<file path="src/rtl/sample_stream_buffer.sv">
// rtl/sample_stream_buffer.sv - request-paced sample FIFO with volume/mute stage toward the codec
module sample_stream_buffer #(
    parameter int DEPTH   = 8,
    parameter int TIMEOUT = 1023
) (
    input  logic                       clk,
    input  logic                       reset,
    input  logic signed [15:0]         in_sample,
    input  logic                       new_sample_ready,
    output logic                       generate_next_sample,
    input  logic                       codec_ready,
    input  logic [2:0]                 volume,
    input  logic                       mute,
    output logic signed [15:0]         codec_sample,
    output logic [$clog2(DEPTH):0]     fill_level,
    output logic [7:0]                 underflow_count
);

    localparam int AW = $clog2(DEPTH);
    localparam int TW = $clog2(TIMEOUT + 1);
    localparam logic [AW:0]   FULL_LEVEL  = (AW + 1)'(DEPTH);
    localparam logic [TW-1:0] TIMER_LIMIT = TW'(TIMEOUT);

    typedef enum logic {
        S_IDLE,
        S_WAIT
    } state_t;

    state_t             state;
    logic [TW-1:0]      timer;
    logic signed [15:0] mem [DEPTH];
    logic [AW-1:0]      wr_ptr;
    logic [AW-1:0]      rd_ptr;
    logic               fifo_empty;
    logic               do_write;
    logic               do_pop;

    assign fifo_empty = (fill_level == '0);
    // Only one request is ever outstanding, so the full guard is a safety net.
    assign do_write   = (state == S_WAIT) && new_sample_ready && (fill_level != FULL_LEVEL);
    assign do_pop     = codec_ready && !fifo_empty;

    // Request pacing: one registered request pulse, then wait for the answer or give up.
    always_ff @(posedge clk or negedge reset) begin
        if (!reset) begin
            state                <= S_IDLE;
            timer                <= '0;
            generate_next_sample <= 1'b0;
        end else begin
            generate_next_sample <= 1'b0;
            unique case (state)
                S_IDLE: begin
                    if (fill_level < FULL_LEVEL) begin
                        generate_next_sample <= 1'b1;
                        timer                <= '0;
                        state                <= S_WAIT;
                    end
                end
                S_WAIT: begin
                    if (new_sample_ready) begin
                        state <= S_IDLE;
                    end else if (timer == TIMER_LIMIT) begin
                        state <= S_IDLE;
                    end else begin
                        timer <= timer + TW'(1);
                    end
                end
                default: state <= S_IDLE;
            endcase
        end
    end

    // Sample storage; contents need no reset because occupancy gates every read.
    always_ff @(posedge clk) begin
        if (do_write) begin
            mem[wr_ptr] <= in_sample;
        end
    end

    // Pointers wrap naturally at DEPTH; occupancy tracks write/pop pairs exactly.
    always_ff @(posedge clk or negedge reset) begin
        if (!reset) begin
            wr_ptr     <= '0;
            rd_ptr     <= '0;
            fill_level <= '0;
        end else begin
            if (do_write) begin
                wr_ptr <= wr_ptr + AW'(1);
            end
            if (do_pop) begin
                rd_ptr <= rd_ptr + AW'(1);
            end
            unique case ({do_write, do_pop})
                2'b10:   fill_level <= fill_level + (AW + 1)'(1);
                2'b01:   fill_level <= fill_level - (AW + 1)'(1);
                default: fill_level <= fill_level;
            endcase
        end
    end

    // Codec side: attenuate/mute at the pop, hold the sample and count misses when empty.
    always_ff @(posedge clk or negedge reset) begin
        if (!reset) begin
            codec_sample    <= '0;
            underflow_count <= '0;
        end else if (codec_ready) begin
            if (!fifo_empty) begin
                codec_sample <= mute ? 16'sh0000 : (mem[rd_ptr] >>> volume);
            end else if (underflow_count != 8'hFF) begin
                underflow_count <= underflow_count + 8'd1;
            end
        end
    end

endmodule

</file>
<file path="config.mk">
export PLATFORM = sky130hd
export DESIGN_NAME = sample_stream_buffer
export DESIGN_NICKNAME = d
export VERILOG_FILES = /design/src/rtl/sample_stream_buffer.sv
export SDC_FILE = /design/constraint.sdc
export NUM_CORES = 1
export LEC_CHECK = 0
export CAP_MARGIN = 15
export CORE_MARGIN = 1.5
export CORE_UTILIZATION = 45
export CTS_CLUSTER_DIAMETER = 100
export CTS_CLUSTER_SIZE = 28
export DETAILED_ROUTE_END_ITERATION = 16
export PLACE_DENSITY = 0.63
export SYNTH_ARGS = -nofsm -noshare
export SYNTH_HDL_FRONTEND = slang
export SYNTH_SLANG_ARGS = --single-unit
</file>
<file path="constraint.sdc">
create_clock -name clk -period 3.1 [get_ports clk]
set_input_delay 0.465 -clock clk [delete_from_list [all_inputs] [get_ports clk]]
set_output_delay 0.465 -clock clk [all_outputs]
set_load 0.005 [all_outputs]
</file>
# Word-level counts from Yosys, hierarchy flattened
# Memory sizes are Yosys's and may differ from the RTL's.
# Cells that the tools add are included.
totals:
  ff_bits: 46
  ram_bits: 128
  in_bits: 24
  output_inout_bits: 29
  word_cells: 49
  mem_count: 1
mem_list:
  columns: ["name", "depth", "width", "rd", "rd_clocked_by_memory_dff", "write_ports", "line_no", "rtl"]
  rows:
  - ["mem", 8, 16, 1, 0, 1, "31", "logic signed [15:0] mem [DEPTH];"]
classes:
  n_addsub: 6
  magnitude_cmp: 1
  eq_ne: 8
  shifts: 1
  mux: 13
  bitwise_logic: 2
  n_reduce_logical: 9
op_table:
  columns: ["cell", "count"]
  rows:
  - ["10-bit two-way mux", 3]
  - ["10-bit one-hot mux with 2 select lines", 1]
  - ["16-bit two-way mux", 1]
  - ["16-bit by 3-bit >>> shifter with 16-bit output", 1]
  - ["10-bit by 1-bit adder with 10-bit output, second input constant", 1]
  - ["10-bit == test, second input constant", 1]
  - ["8-bit by 1-bit adder with 8-bit output, second input constant", 1]
  - ["8-bit inequality test, second input constant", 1]
  - ["4-bit one-hot mux with 2 select lines", 1]
  - ["3-bit by 1-bit adder with 3-bit output, second input constant", 2]
  - ["1-bit two-way mux", 6]
  - ["2-bit inequality test, second input constant", 3]
  - ["3-bit AND reduction", 2]
  - ["4-bit by 1-bit adder with 4-bit output, second input constant", 1]
  - ["4-bit zero test", 1]
  - ["4-bit < comparator, second input constant", 1]
  - ["4-bit inequality test, second input constant", 1]
  - ["4-bit by 1-bit subtractor with 4-bit output, second input constant", 1]
  - ["1-bit logical AND", 3]
  - ["2-bit by 1-bit == test with 1-bit output, second input constant", 1]
  - ["2-bit == test, second input constant", 1]
  - ["1-bit NOT", 2]
  - ["1-bit one-hot mux with 2 select lines", 1]
  - ["2-bit AND reduction", 1]
  - ["2 further kinds", 2]

# Depth between registers and ports, before layout
# Gate-level depths: netlist of run 1.
depth:
  depth_word: 5
  mapped_depth: 12
  ltp_nobuf: 10

# Least setup slack after synthesis of run 1
# Ideal clock, no wire load.
synth_timing:
  path_kind: "register to register"
  from: "reg fill_level[1]"
  to: "mem mem[1][0], enable pin"
  setup_ns: 0.409
  t_arrival_ns: 2.356
  t_required_ns: 2.691
  path_slack_ns: 0.335
  stages_incl_launch_ff: 6
  path_buffers: 1
  synth_period_minus_slack_ns: 2.765
  path_cell_list: "dfrtp_1 -> clkbuf_1 -> nor3_1 -> a21oi_1 -> nand2_1 -> nor3_1"
synth_via:
  elab_chain_cells: 4
synth_rtl:
  columns: ["element", "line_no", "rtl"]
  rows:
  - ["from (decl)", "15", "output logic [$clog2(DEPTH):0] fill_level,"]
  - ["from (signal assigned)", "94", "2'b10: fill_level <= fill_level + (AW + 1)'(1);"]
  - ["from (signal assigned)", "95", "2'b01: fill_level <= fill_level - (AW + 1)'(1);"]
  - ["from (signal assigned)", "96", "default: fill_level <= fill_level;"]
  - ["4-bit inequality test", "40", "assign do_write = (state == S_WAIT) && new_sample_ready && (fill_level != FULL_LEVEL);"]
  - ["1-bit logical AND", "40", null]
  - ["1-bit two-way mux", "75", "if (do_write) begin"]
  - ["1-bit two-way mux (not written as such)", "76", "mem[wr_ptr] <= in_sample;"]
  - ["to (decl)", "31", null]
# Every way passes these cells.

# Worst setup path in the final report of run 1
layout_timing:
  from: "reg rd_ptr[1]"
  to: "reg codec_sample[6]"
layout_via:
  elab_chain_cells: 3
layout_rtl:
  columns: ["element", "line_no", "rtl"]
  rows:
  - ["from (decl)", "33", "logic [AW-1:0] rd_ptr;"]
  - ["from (signal assigned)", "91", "rd_ptr <= rd_ptr + AW'(1);"]
  - ["memory 8 x 16 bit", null, null]
  - ["16-bit by 3-bit >>> shifter with 16-bit output", "108", "codec_sample <= mute ? 16'sh0000 : (mem[rd_ptr] >>> volume);"]
  - ["16-bit two-way mux", "108", null]
  - ["to (signal assigned)", "108", null]
  - ["to (decl)", "14", "output logic signed [15:0] codec_sample,"]
# Every way passes these cells.
# A chain may end at the register's enable or synchronous reset.

==> results by group, run 1 <==
Outcome
  – Status: complete, no violations

GRT
  – Largest net degree at the start of global routing: 47
  – Grt ovf: 0
  – First-pass GRT wire length: 24300 um
  – GRT Util Overall: 18.6%
  – Initial antenna violation count: 0
  – Vias in the first global route: 4320

Logic synthesis
  – Synth Area per Inst: 16.9 um^2
  – Post-Syn Area: 7500 um^2
  – Largest area contributor in the netlist: edfxtp_1
  – FFs w/ async S/R, synth: 26.4%
  – Ys Warns: 0
  – EDFF count, synth: 128
  – Top cells by count, synth: edfxtp_1 (128), dfrtp_1 (46), mux4_2 (44)
  – Register area share after synthesis: 66.6%
  – Area contributors post-synth: edfxtp_1 (51%), dfrtp_1 (15%), mux4_2 (13%)
  – Predominant post-synthesis flop cell: edfxtp_1
  – Area share of the largest cell type after synthesis: 51.2%
  – Post-synthesis register bit count: 174
  – Yosys cell types: 47
  – Post-synthesis cell count: 445
  – Syn Nets: 476
  – Top-count cell post-synth: edfxtp_1

Floorplan
  – Initial Util: 45.7%
  – Std-Cell Rows: 47
  – Core Area: 16400 um^2
  – IO Count: 53
  – DIE HEIGHT: 132 um
  – Die X: 132 um
  – Full die area: 17500 um^2

STA
  – Hold Vio Cnt, Final: 0
  – Fmax: 391 MHz
  – Hold slack final: 0.448 ns
  – Slew Viols, Final: 0
  – Period utilization: 82.6%
  – Setup TNS: 0 ns
  – Final Skew: 0.00739 ns
  – Slew HR: 38.6%
  – RSZ-0062 raised after global routing: false
  – Tmin final: 2.56 ns
  – Final setup vio count: 0
  – Worst slew pin tran: 0.909 ns

Detailed routing
  – Number of vias per cell: 5.48
  – DRT iter0 DRCs: 312
  – Via count: 4113
  – Wirelength per Cell: 19.7 um
  – ANT nets after route: 0
  – First-pass iteration count of the detailed router: 4
  – DRC viols: 0
  – Final Routed Wirelength: 14800 um

Critical path
  – WP data required: 3.39 ns
  – Setup CP Type: flop to flop
  – CP delay by family, top: multiplexers
  – Crit start category: flop
  – CP most frequent cell: mux2i_1
  – Largest stage delay, worst path: 0.70 ns
  – Ordered list of cells on the worst path: buf_4 > buf_4 > mux4_2 > mux2i_1 > mux2i_1 > mux2i_1 > o221ai_1
  – Buf/Inv on CP: 2
  – Critical-path top delay cell: dfrtp_2
  – Arrival time at the worst endpoint: 2.85 ns
  – Max FO, Critical Path: 16
  – Crit. End Element: flop

Final layout
  – Diode count: 0
  – Util after Layout: 54.8%
  – Layout area overhead: 19.9%
  – NumNets Final: 549
  – Cell Count, Final, Fillers Out: 751
  – Ratio of cells with drive above 1 in the final layout: 20.7%

CTS
  – Clk slew on worst S/H paths: 0.07 ns
  – Clock Tree Root: clkbuf_16
  – CTS H-Tree Depth: 4
  – Clock Latency Late Sink: 0.43 ns
  – Setup bufs post-CTS: 0
  – CTS sink cnt: 174
  – Post-CTS sizing: 0
  – Total CTS buffers: 17
  – CTS max path bufs: 2
  – CTS tree: done

Power
  – P per Cell Area: 894 nW/um^2
  – Peak VDD IR: 475 uV
  – Leak: 3.20 nW
  – Power Total: 8.05 mW

Min path
  – HP Class: input pin to async pin

Placed design
  – DP HPWL: 9780 um
  – Gpl congestion: 0.755
  – IO Port Bufs: 52
  – Placed Cells incl. Taps: 717

Flow run
  – Max capacitance violation total: 0
[flip-flops by register name (all words and copies together) (netlist names), 3 cells and up]
name             flops
codec_sample        16
fill_level           4
mem                128
rd_ptr               3
timer               10
underflow_count      8
wr_ptr               3
[metrics by stage]
stage	setup slack (ns)	cell area, um^2
6_report	0.540	9000
3_3_place_gp	0.520	8370
4_1_cts	0.495	8970
2_1_floorplan	0.335	7500
5_1_grt	0.290	9000
3_5_place_dp	0.530	8370
[cells by family after synthesis]
kind of cell / share of synthesized area (%)
mux: 17.4
xor+xnor: 1.99
flops: 66.6
compound gates: 5.22
buf+inv: 2.03
fa+ha+maj: 1.17
simple gates: 5.55
[layout by cell type, fill, tap and decap left out, types with 9 or more instances in the layout]
master and instances:
nand2_1 35, clkbuf_16 17, a21oi_1 10, o21ai_0 14
edfxtp_1 128, nor2_1 26, xor2_1 9, clkdlybuf4s50_1 51
mux4_2 44, mux2i_1 25, dfrtp_1 45, buf_4 20
[where the power goes]
part	internal, mW	leakage (nW)	switching, mW	total, mW
Combinational	1.40	1.15	1.23	2.63
Clock	1.22	0.296	0.942	2.16
Sequential	2.90	1.75	0.353	3.25
[timing repair]
item,4_1_cts,5_1_grt
hold endpoints to repair,0,10
endpoints found under the setup margin,0,0
hold buffers,0,1
[final timing paths]
check                                      start                  to  slack (ns)  cells past startpoint
worst max-delay path                   rd_ptr[1]     codec_sample[6]        0.54                      7
worst min-delay path                       reset  underflow_count[4]        0.45                      2
worst max register to register         rd_ptr[1]     codec_sample[6]        0.54                      7
worst min register to register  codec_sample[13]    codec_sample[13]        0.49                      2
max in group asynchronous                  reset           rd_ptr[1]        2.16                      3
min in group clk                codec_sample[13]    codec_sample[13]        0.49                      2
[area by class of cell]
type / count / area [um^2]
repair buffers: 76 / 736
inverters: 4 / 15.0
flip-flops and latches: 174 / 5000
clock inverters: 14 / 170
multi-input cells: 245 / 2370
clock buffers: 18 / 429
fillers: 1287 / 7410
well taps: 220 / 275
[metal layers]
| layer | up-vias | global-route usage (%) | share of wire [%] |
|---|---|---|---|
| li1 | 1909 | - | - |
| met1 | 2098 | 26.2 | 47 |
| met2 | 85 | 28.4 | 47 |
| met3 | 21 | 4.11 | 3.6 |
| met4 | 0 | 7.35 | 1.8 |
| met5 | - | 0 | 0 |
Note: power is estimated with default switching activity, not from simulation.
==> run 2: changes to the inputs <==
--- a/config.mk
+++ b/config.mk
@@ -11,7 +11,7 @@
 export CTS_CLUSTER_DIAMETER = 100
 export CTS_CLUSTER_SIZE = 28
 export DETAILED_ROUTE_END_ITERATION = 16
-export PLACE_DENSITY = 0.63
+export PLACE_DENSITY = 0.65
 export SYNTH_ARGS = -nofsm -noshare
 export SYNTH_HDL_FRONTEND = slang
 export SYNTH_SLANG_ARGS = --single-unit
==> constraint.sdc (replaced) <==
create_clock -name clk -period 2.05 [get_ports clk]
set_input_delay 0.3075 -clock clk [delete_from_list [all_inputs] [get_ports clk]]
set_output_delay 0.3075 -clock clk [all_outputs]
set_load 0.005 [all_outputs]
==> run 2 against run 1 <==
Effect of this change: the flow now finishes with violations (negative setup slack); design area up 7.2%; register-to-register slack got worse by 0.62 ns; utilization is 4.0 points higher; sequential power grew 47%; clock-buffer cell count increased by 2; via count grew 5.9%; first-iteration DRC count is 15% lower; flip-flop and latch count stayed put; critical path type unchanged; largest power group is now combinational logic.
==> results by group, run 2 (same netlist as run 1, synthesis figures left out) <==
Floorplan
  – IO Count: 53 (unchanged)
  – Core Area: 16400 um^2 (unchanged)
  – Initial Util: 45.7% (unchanged)
  – Die X: 132 um (unchanged)
  – Full die area: 17500 um^2 (unchanged)
  – DIE HEIGHT: 132 um (unchanged)
  – Std-Cell Rows: 47 (unchanged)

CTS
  – Clk slew on worst S/H paths: 0.06 ns (was 0.07 ns)
  – Clock Latency Late Sink: 0.43 ns (about the same)
  – CTS max path bufs: 2 (unchanged)
  – CTS tree: done (unchanged)
  – CTS sink cnt: 174 (unchanged)
  – Total CTS buffers: 17 (unchanged)
  – CTS H-Tree Depth: 4 (unchanged)
  – Clock Tree Root: clkbuf_16 (unchanged)

Final layout
  – Reg with most FFs: mem (unchanged)
  – Filler cells: 1212 (was 1287)
  – Final non-filler cell area: 9650 um^2 (was 9000 um^2)
  – Commonest cells after routing, fill and taps aside: edfxtp_1 (128), buf_4 (61), clkdlybuf4s50_1 (51), mux4_2 (44), dfrtp_1 (43) (was edfxtp_1 (128), clkdlybuf4s50_1 (51), dfrtp_1 (45), mux4_2 (44), nand2_1 (35))
  – Layout area overhead: 28.6% (was 19.9%)
  – NumNets Final: 603 (was 549)
  – Util after Layout: 58.8% (was 54.8%)
  – Commonest non-fill, non-tap cell in the layout: edfxtp_1 (unchanged)
  – Ratio of cells with drive above 1 in the final layout: 32.5% (was 20.7%)
  – Top flop regs: mem (128), codec_sample (16), timer (10) (unchanged)
  – Max reg flops: 128 (unchanged)

GRT
  – First-pass GRT wire length: 25000 um (was 24300 um)
  – Grt ovf: 0 (unchanged)
  – Vias in the first global route: 4560 (was 4320)
  – Largest net degree at the start of global routing: 26 (was 47)
  – Initial antenna violation count: 0 (unchanged)
  – GRT Util Overall: 18.9% (was 18.6%)

Placed design
  – Gpl congestion: 0.850 (was 0.755)
  – Post-DP Area: 8900 um^2 (was 8370 um^2)
  – DP HPWL: 10400 um (was 9780 um)
  – IO Port Bufs: 52 (unchanged)

Outcome
  – Status: finished, violations left (was complete, no violations)
  – Failing checks: negative setup slack

Critical path
  – WP data required: 2.36 ns (was 3.39 ns)
  – CP delay by family, top: multiplexers (unchanged)
  – Max FO, Critical Path: 12 (was 16)
  – Largest stage delay, worst path: 0.48 ns (was 0.70 ns)
  – Ordered list of cells on the worst path: buf_12 > buf_6 > mux4_2 > mux2i_1 > buf_4 > mux4_2 > nand2b_1 > a22o_1 (was buf_4 > buf_4 > mux4_2 > mux2i_1 > mux2i_1 > mux2i_1 > o221ai_1)
  – CP most frequent cell: mux4_2 (was mux2i_1)
  – Crit start category: flop (unchanged)
  – Crit. End Element: flop (unchanged)
  – Setup CP Type: flop to flop (unchanged)
  – Buf/Inv on CP: 3 (was 2)
  – Critical-path top delay cell: mux4_2 (was dfrtp_2)
  – Arrival time at the worst endpoint: 2.45 ns (was 2.85 ns)

STA
  – Tmin final: 2.13 ns (was 2.56 ns)
  – Slew Viols, Final: 0 (unchanged)
  – Fmax: 469 MHz (was 391 MHz)
  – Final setup vio count: 12 (was 0)
  – Worst slew pin tran: 0.520 ns (was 0.909 ns)
  – Worst Slack Setup Final: -0.0815 ns (was 0.540 ns)
  – Slew HR: 65.3% (was 38.6%)
  – Final Skew: 0.00667 ns (was 0.00739 ns)
  – Hold Vio Cnt, Final: 0 (unchanged)
  – RSZ-0062 raised after global routing: true (was false)
  – Period utilization: 104% (was 82.6%)

Flow run
  – Max capacitance violation total: 0 (unchanged)

Power
  – P per Cell Area: 1370 nW/um^2 (was 894 nW/um^2)
  – Peak VDD IR: 695 uV (was 475 uV)
  – Leak: 3.46 nW (was 3.20 nW)

Detailed routing
  – DRT iter0 DRCs: 266 (was 312)
  – Via count: 4357 (was 4113)
  – Wirelength per Cell: 19.1 um (was 19.7 um)
  – ANT nets after route: 0 (unchanged)
  – First-pass iteration count of the detailed router: 5 (was 4)
  – DRC viols: 0 (unchanged)
  – Number of vias per cell: 5.41 (was 5.48)
  – Final Routed Wirelength: 15400 um (was 14800 um)

Min path
  – HP Class: input pin to async pin (unchanged)
-- run 2: worst paths after layout --
check	start	end	slack (ns)	cells after the start
min reg2reg	codec_sample[15]	codec_sample[15]	0.49	2
max reg2reg	rd_ptr[1]	codec_sample[11]	-0.08	8
max	rd_ptr[1]	codec_sample[11]	-0.08	8
min	reset	generate_next_sample	0.39	2
min in group clk	codec_sample[15]	codec_sample[15]	0.49	2
max in group asynchronous	reset	fill_level[2]	1.05	3
-- run 2: power by group --
part / internal [mW] / switching [mW]
clock network: 1.71 / 1.36
logic: 2.98 / 2.35
registers: 4.39 / 0.396
-- run 2: layer usage --
metal,vias to the layer above,GRT usage [%],share of wire [%]
met1,2209,25.4,44
met5,-,0,0
met3,16,3.73,4.3
li1,2025,-,-
met2,107,31.1,51
met4,0,6.30,1.2
-- run 2: cell type report --
cell class                 count  area, um^2  share of cell area, %
antenna                        1        2.50                 0.0259
clock buffer                  20         437                   4.53
clock inverter                11         129                   1.34
inverter                       4        17.5                  0.182
multi-input combinational    245        2510                   26.0
sequential                   174        5000                   51.8
tap                          220         275                   2.85
timing repair buffer         130        1280                   13.2
-- run 2: what timing repair did --
action / in CTS / in global routing
hold buffers: 1 / 0
gates resized for setup: 8 / 15
buffers inserted: 4 / 3
endpoints found under the setup margin: 15 / 17
pin swaps: 1 / 1
cloned: 1 / 0
hold endpoints to repair: 19 / 0
-- run 2: per-stage QoR --
stage | setup TNS (ns) | setup slack [ns] | hold WS [ns] | std cells | power, mW
6_report | -0.521 | -0.0815 | 0.392 | 805 | 13.2
2_1_floorplan | -6.70 | -0.335 | 0.0119 | 445 | 7.69
3_3_place_gp | -4.93 | -0.123 | 0.296 | 764 | 9.74
3_5_place_dp | -7.96 | -0.175 | 0.300 | 764 | 9.86
4_1_cts | -0.728 | -0.0996 | 0.386 | 801 | 13.1
5_1_grt | -1.84 | -0.152 | 0.426 | 804 | 13.9
